### src/rtl/led_breath_scheduler.sv
// led_breath_scheduler: 1 ms breathing sequencer with duty ramp, LED mask and mode FSM.
// Ports: w_clk_1ms, w_rst (async, active-low), raw active-low keys w_key_mode and
//   w_key_pause in; duty[9:0], led_en[3:0], mode[1:0], paused, cycle_done out.
// Build option: define LED_BREATH_GAMMA_EN to square the duty output (one tick lag).
module led_breath_scheduler #(
  parameter int unsigned DUTY_MAX    = 999,
  parameter int unsigned STEP        = 1,
  parameter int unsigned DEBOUNCE_MS = 20
) (
  input  logic       w_clk_1ms,
  input  logic       w_rst,
  input  logic       w_key_mode,
  input  logic       w_key_pause,
  output logic [9:0] duty,
  output logic [3:0] led_en,
  output logic [1:0] mode,
  output logic       paused,
  output logic       cycle_done
);

  typedef enum logic [1:0] {
    M_OFF    = 2'd0,
    M_SINGLE = 2'd1,
    M_CHASE  = 2'd2,
    M_ALL    = 2'd3
  } mode_e;

  localparam logic [10:0] MAX11  = 11'(DUTY_MAX);
  localparam logic [10:0] STEP11 = 11'(STEP);
  localparam logic [7:0]  DEB8   = 8'(DEBOUNCE_MS);

  mode_e       mode_q, mode_d;
  logic [9:0]  r_duty_q, r_duty_d;
  logic        dir_up_q, dir_up_d;
  logic [3:0]  sel_q, sel_d;
  logic [3:0]  led_en_q, led_en_d;
  logic        paused_q, paused_d;
  logic        done_q, done_d;
  logic        db_mode_q, db_mode_d;
  logic        db_pause_q, db_pause_d;
  logic [7:0]  cnt_mode_q, cnt_mode_d;
  logic [7:0]  cnt_pause_q, cnt_pause_d;
  logic        press_mode, press_pause;
  logic [10:0] duty11, up_sum;

  // A level is accepted on the sample after the counter has seen
  // DEBOUNCE_MS differing samples; the press pulse fires on that sample.
  always_comb begin
    db_mode_d  = db_mode_q;
    cnt_mode_d = 8'd0;
    press_mode = 1'b0;
    if (w_key_mode != db_mode_q) begin
      if (cnt_mode_q == DEB8) begin
        db_mode_d  = w_key_mode;
        press_mode = ~w_key_mode;
      end else begin
        cnt_mode_d = cnt_mode_q + 8'd1;
      end
    end
  end

  always_comb begin
    db_pause_d  = db_pause_q;
    cnt_pause_d = 8'd0;
    press_pause = 1'b0;
    if (w_key_pause != db_pause_q) begin
      if (cnt_pause_q == DEB8) begin
        db_pause_d  = w_key_pause;
        press_pause = ~w_key_pause;
      end else begin
        cnt_pause_d = cnt_pause_q + 8'd1;
      end
    end
  end

  always_comb begin
    mode_d   = mode_q;
    r_duty_d = r_duty_q;
    dir_up_d = dir_up_q;
    sel_d    = sel_q;
    paused_d = paused_q;
    done_d   = 1'b0;
    led_en_d = 4'b0000;
    duty11   = {1'b0, r_duty_q};
    up_sum   = duty11 + STEP11;
    if (press_mode) begin
      mode_d   = mode_e'(mode_q + 2'd1);
      r_duty_d = '0;
      dir_up_d = 1'b1;
      sel_d    = 4'b0001;
      paused_d = 1'b0;
    end else begin
      if (press_pause && mode_q != M_OFF)
        paused_d = ~paused_q;
      // Gate on the new pause level so a press freezes the current value.
      if (mode_q != M_OFF && !paused_d) begin
        if (dir_up_q) begin
          if (up_sum >= MAX11) begin
            r_duty_d = MAX11[9:0];
            dir_up_d = 1'b0;
          end else begin
            r_duty_d = up_sum[9:0];
          end
        end else if (duty11 <= STEP11) begin
          r_duty_d = '0;
          dir_up_d = 1'b1;
          done_d   = 1'b1;
          if (mode_q == M_CHASE)
            sel_d = {sel_q[2:0], sel_q[3]};
        end else begin
          r_duty_d = 10'(duty11 - STEP11);
        end
      end
    end
    unique case (mode_d)
      M_OFF:    led_en_d = 4'b0000;
      M_SINGLE: led_en_d = sel_d;
      M_CHASE:  led_en_d = sel_d;
      M_ALL:    led_en_d = 4'b1111;
    endcase
  end

  always_ff @(posedge w_clk_1ms or negedge w_rst) begin
    if (!w_rst) begin
      mode_q      <= M_OFF;
      r_duty_q    <= '0;
      dir_up_q    <= 1'b1;
      sel_q       <= 4'b0001;
      led_en_q    <= 4'b0000;
      paused_q    <= 1'b0;
      done_q      <= 1'b0;
      db_mode_q   <= 1'b1;
      db_pause_q  <= 1'b1;
      cnt_mode_q  <= 8'd0;
      cnt_pause_q <= 8'd0;
    end else begin
      mode_q      <= mode_d;
      r_duty_q    <= r_duty_d;
      dir_up_q    <= dir_up_d;
      sel_q       <= sel_d;
      led_en_q    <= led_en_d;
      paused_q    <= paused_d;
      done_q      <= done_d;
      db_mode_q   <= db_mode_d;
      db_pause_q  <= db_pause_d;
      cnt_mode_q  <= cnt_mode_d;
      cnt_pause_q <= cnt_pause_d;
    end
  end

`ifdef LED_BREATH_GAMMA_EN
  logic [9:0] duty_q, duty_d;

  always_comb begin
    duty_d = 10'((20'(r_duty_q) * 20'(r_duty_q)) >> 10);
  end

  always_ff @(posedge w_clk_1ms or negedge w_rst) begin
    if (!w_rst) duty_q <= '0;
    else        duty_q <= duty_d;
  end

  assign duty = duty_q;
`else
  assign duty = r_duty_q;
`endif

  assign led_en     = led_en_q;
  assign mode       = mode_q;
  assign paused     = paused_q;
  assign cycle_done = done_q;

endmodule
### config.mk
export PLATFORM = sky130hd
export DESIGN_NAME = led_breath_scheduler
export DESIGN_NICKNAME = d
export VERILOG_FILES = /design/src/rtl/led_breath_scheduler.sv
export SDC_FILE = /design/constraint.sdc
export NUM_CORES = 1
export LEC_CHECK = 0
export CORE_MARGIN = 3
export CORE_UTILIZATION = 60
export DETAILED_ROUTE_END_ITERATION = 8
export PLACE_DENSITY = 0.82
export SYNTH_ARGS = -nofsm -noshare
export SYNTH_HDL_FRONTEND = slang
export SYNTH_SLANG_ARGS = --single-unit
export TNS_END_PERCENT = 10
### constraint.sdc
create_clock -name w_clk_1ms -period 6.3 [get_ports w_clk_1ms]
set_input_delay 0.63 -clock w_clk_1ms [delete_from_list [all_inputs] [get_ports w_clk_1ms]]
set_output_delay 0.63 -clock w_clk_1ms [all_outputs]
set_load 0.05 [all_outputs]
==> impl_metrics.csv <==
group,metric,value,unit
sta,holdWs,0.4501,ns
yosys,ys_seq_elements,41,
floorplanning,die_area,5025,sq um
setup_path,worstPathMaxFanout,15,
pwr,power.share.clock,0.247,
setup_path,cp_slowest_cell,"nor3b_2",
sta,tns,0,ns
place,place_congestion,0.8797,
cts,post_cts_buffers,0,
pwr,peakVddDrop,0.2789,mV
run_status,status,"finished clean",
final_layout,drive_gt1_frac,0.1056,
sta,hold_violations,0,
global_route,grt_max_degree,42,
cts,clockBufferDepth,2,
setup_path,r2r-start,"cnt_mode_q[5]$_DFF_PN0_",
cts,ctsHtreeMaxLevel,2,
yosys,synth_fp_nets,282,
yosys,synth_cells,266,
route,dr_total_vias,2004,
floorplanning,core-area,3854,sq um
yosys,async_reset_ff_frac,1.000,
sta,post-route-min-period,3.159,ns
route,ant_nets,0,
yosys,ys_seq_area_frac,0.4081,
place,dp_hpwl,3.565,mm
global_route,track_usage,0.2210,
global_route,grt_pass1_vias,1976,
sta,finalSetupViolCount,0,
cts,tritoncts,"yes",
pwr,switching_share,0.3874,
sta,fmax,316.6,MHz
route,drt_pre_antenna_iters,4,
cts,cts_sinks,41,
setup_path,crit_buf_inv,1,
final_layout,nets,299,
yosys,synth_edf_count,0,
final_layout,antenna_cells,0,
yosys,synth_adder_area_share,0.05944,
route,drc_errors,0,
setup_path,start_kind,"flop",
final_layout,final_cell_mix,"37 x dfrtp_1, 28 x nor2_1, 20 x clkdlybuf4s50_1, 18 x nand3_1",
setup_path,path_class,"flop to flop",
yosys,ys_types,63,
global_route,antenna_found_initial,0,
setup_path,slowest_delay,0.76,ns
floorplanning,fp.dieW,70.89,um
final_layout,syn2layout_area_growth,12.93,%
route,via_per_inst,6.036,
pwr,power_density,315.0,nW/um^2
sta,rsz0062_at_grt,"no",
cts,path_clk_slew,0.08,ns
sta,worstMarginPinSlew,0.8882,ns
pwr,p_comb_frac,0.350,
final_layout,final_cell_area,2853,sq um
setup_path,cp.arrival,3.39,ns
global_route,gr-total-overflow,0,
place,dpl_worst_slack,3.120,ns
yosys,netlist_area,2526,sq um
sta,finalCritPeriodShare,0.5014,
job,cap_violations,0,
cts,worstSkewPairLatency,0.30,ns
pwr,p_switching,0.3481,mW
route,routedWlPerCell,15.42,um
route,routed_wl,5.120,mm
setup_path,end_kind,"flop",
cts,ctsHoldBuffers,0,
hold_path,min-delay-path-class,"input pin to async pin",
pwr,p_leak,1.286,nW
setup_path,worstPathCellList,"nor4b_1 -> nand4b_1 -> nor3b_2 -> nand2_1 -> o21ai_0 -> inv_1 -> ha_1 -> or3b_2 -> o21ai_1",
floorplanning,row_count,22,
sta,maxSlewViolCount,0,
sta,worst_slack,3.141,ns
setup_path,reg2reg_depth,9,
yosys,syn_area_per_cell,9.497,sq um
yosys,synth_mux_area_frac,0.04210,
pwr,pwr-share-seq,0.403,
sta,max-slew-margin-rel,0.4079,
yosys,synth_top_family_by_area,"simple AND/OR/NAND/NOR gates",
place,place_area,2733,sq um
yosys,synth_simple_gate_area_frac,0.2397,
route,drtIter0Drc,97,
global_route,grt_pass1_wl,8.935,mm
setup_path,path_delay_family,"simple AND/OR/NAND/NOR gates",
final_layout,layout_commonest_cell,"dfrtp_1",
setup_path,reg2reg_to,"led_en[2]$_DFF_PN0_",
cts,cts_resized,0,
setup_path,ff2ff_setup_slack,3.14,ns
cts,cts_made_buffers,5,
cts,clock-root-buffer,"clkbuf_8",
place,portBuffers,21,
yosys,yosysWarnings,0,
pwr,internal_power,0.5506,mW
sta,skew,0.006123,ns
yosys,yosys.area_share.xor_xnor,0.06587,
yosys,synthFlopType,"dfrtp_1",
setup_path,crit_required,6.53,ns
floorplanning,die_y,70.89,um
floorplanning,start_util,0.6555,
yosys,synth_compound_area_frac,0.1327,
floorplanning,ioPinCount,22,
[layout make-up]
cell class / instances / area [sq um]
clock buffers: 6 / 82.58
multi-input cells: 197 / 1369
well taps: 48 / 60.06
inverters: 16 / 60.06
fillers: 289 / 1001
repair buffers: 22 / 212.7
clock inverters: 2 / 37.54
flip-flops and latches: 41 / 1031
[Yosys cell counts (all sizes together), types with 4 or more instances]
cell type | number | area [sq um]
nor4 | 4 | 25.02
dfrtp | 37 | 925.9
buf | 9 | 60.06
xor2 | 13 | 113.9
xnor2 | 6 | 52.55
or3 | 7 | 55.05
nand2 | 16 | 60.06
nand2b | 5 | 33.78
a31oi | 4 | 25.02
and3 | 8 | 50.05
dfstp | 4 | 105.1
mux2i | 6 | 72.57
nand3 | 18 | 90.09
nor3 | 4 | 20.02
ha | 12 | 150.1
o21ai | 11 | 55.05
nor2 | 29 | 111.4
inv | 16 | 60.06
a21oi | 8 | 40.04
[through the flow]
stage / power (mW) / std cells / util
after floorplan: 0.6020 / 266 / -
after global placement: 0.6754 / 324 / 0.7091
after detailed placement: 0.6780 / 324 / 0.7091
after CTS: 0.9021 / 332 / 0.7403
after global routing: 0.9521 / 332 / 0.7403
final: 0.8987 / 332 / 0.7403
[layer usage]
metal | up-vias | wire, um | GRT usage
li1 | 981 | - | -
met1 | 947 | 2215 | 0.2856
met2 | 60 | 2544 | 0.3574
met3 | 16 | 225 | 0.04119
met4 | 0 | 135 | 0.1065
met5 | - | 0 | 0
[state kept, by name, summed over array words and instances (netlist names)]
| name | flops |
|---|---|
| dir_up_q | 1 |
| sel_q | 4 |
| cnt_pause_q | 8 |
| cnt_mode_q | 8 |
| paused | 1 |
| led_en | 4 |
| mode | 2 |
| cycle_done | 1 |
| db_pause_q | 1 |
| duty | 10 |
| db_mode_q | 1 |
[how the worst max path moves through the flow]
stage | from | end | cells past startpoint
global placement | w_key_mode | led_en[1]$_DFF_PN0_ | 8
floorplan | cnt_mode_q[5]$_DFF_PN0_ | led_en[1]$_DFF_PN0_ | 10
detailed placement | w_key_mode | led_en[3]$_DFF_PN0_ | 8
global route | cnt_mode_q[5]$_DFF_PN0_ | led_en[1]$_DFF_PN0_ | 9
finish | cnt_mode_q[5]$_DFF_PN0_ | led_en[2]$_DFF_PN0_ | 9
CTS | cnt_mode_q[5]$_DFF_PN0_ | led_en[3]$_DFF_PN0_ | 9
[power by group through the flow]
| stage | sequential [mW] | combinational [mW] | clock [mW] |
|---|---|---|---|
| after floorplan | 0.384 | 0.218 | 0 |
| after global placement | 0.365 | 0.311 | 0 |
| after detailed placement | 0.365 | 0.313 | 0 |
| after CTS | 0.361 | 0.315 | 0.227 |
| after global routing | 0.375 | 0.343 | 0.235 |
| final | 0.362 | 0.314 | 0.222 |
[cells by family (layout without fill, tap and decap cells)]
group,count (synthesis),count (layout)
multiplexers,9,9
adder cells (fa/ha/maj),12,12
AND/OR/NAND/NOR,109,109
AO/OA/AOI/OAI,48,48
flip-flops,41,41
buffers and inverters,28,46
XOR/XNOR,19,19
Power figures use the tool's default switching activity.
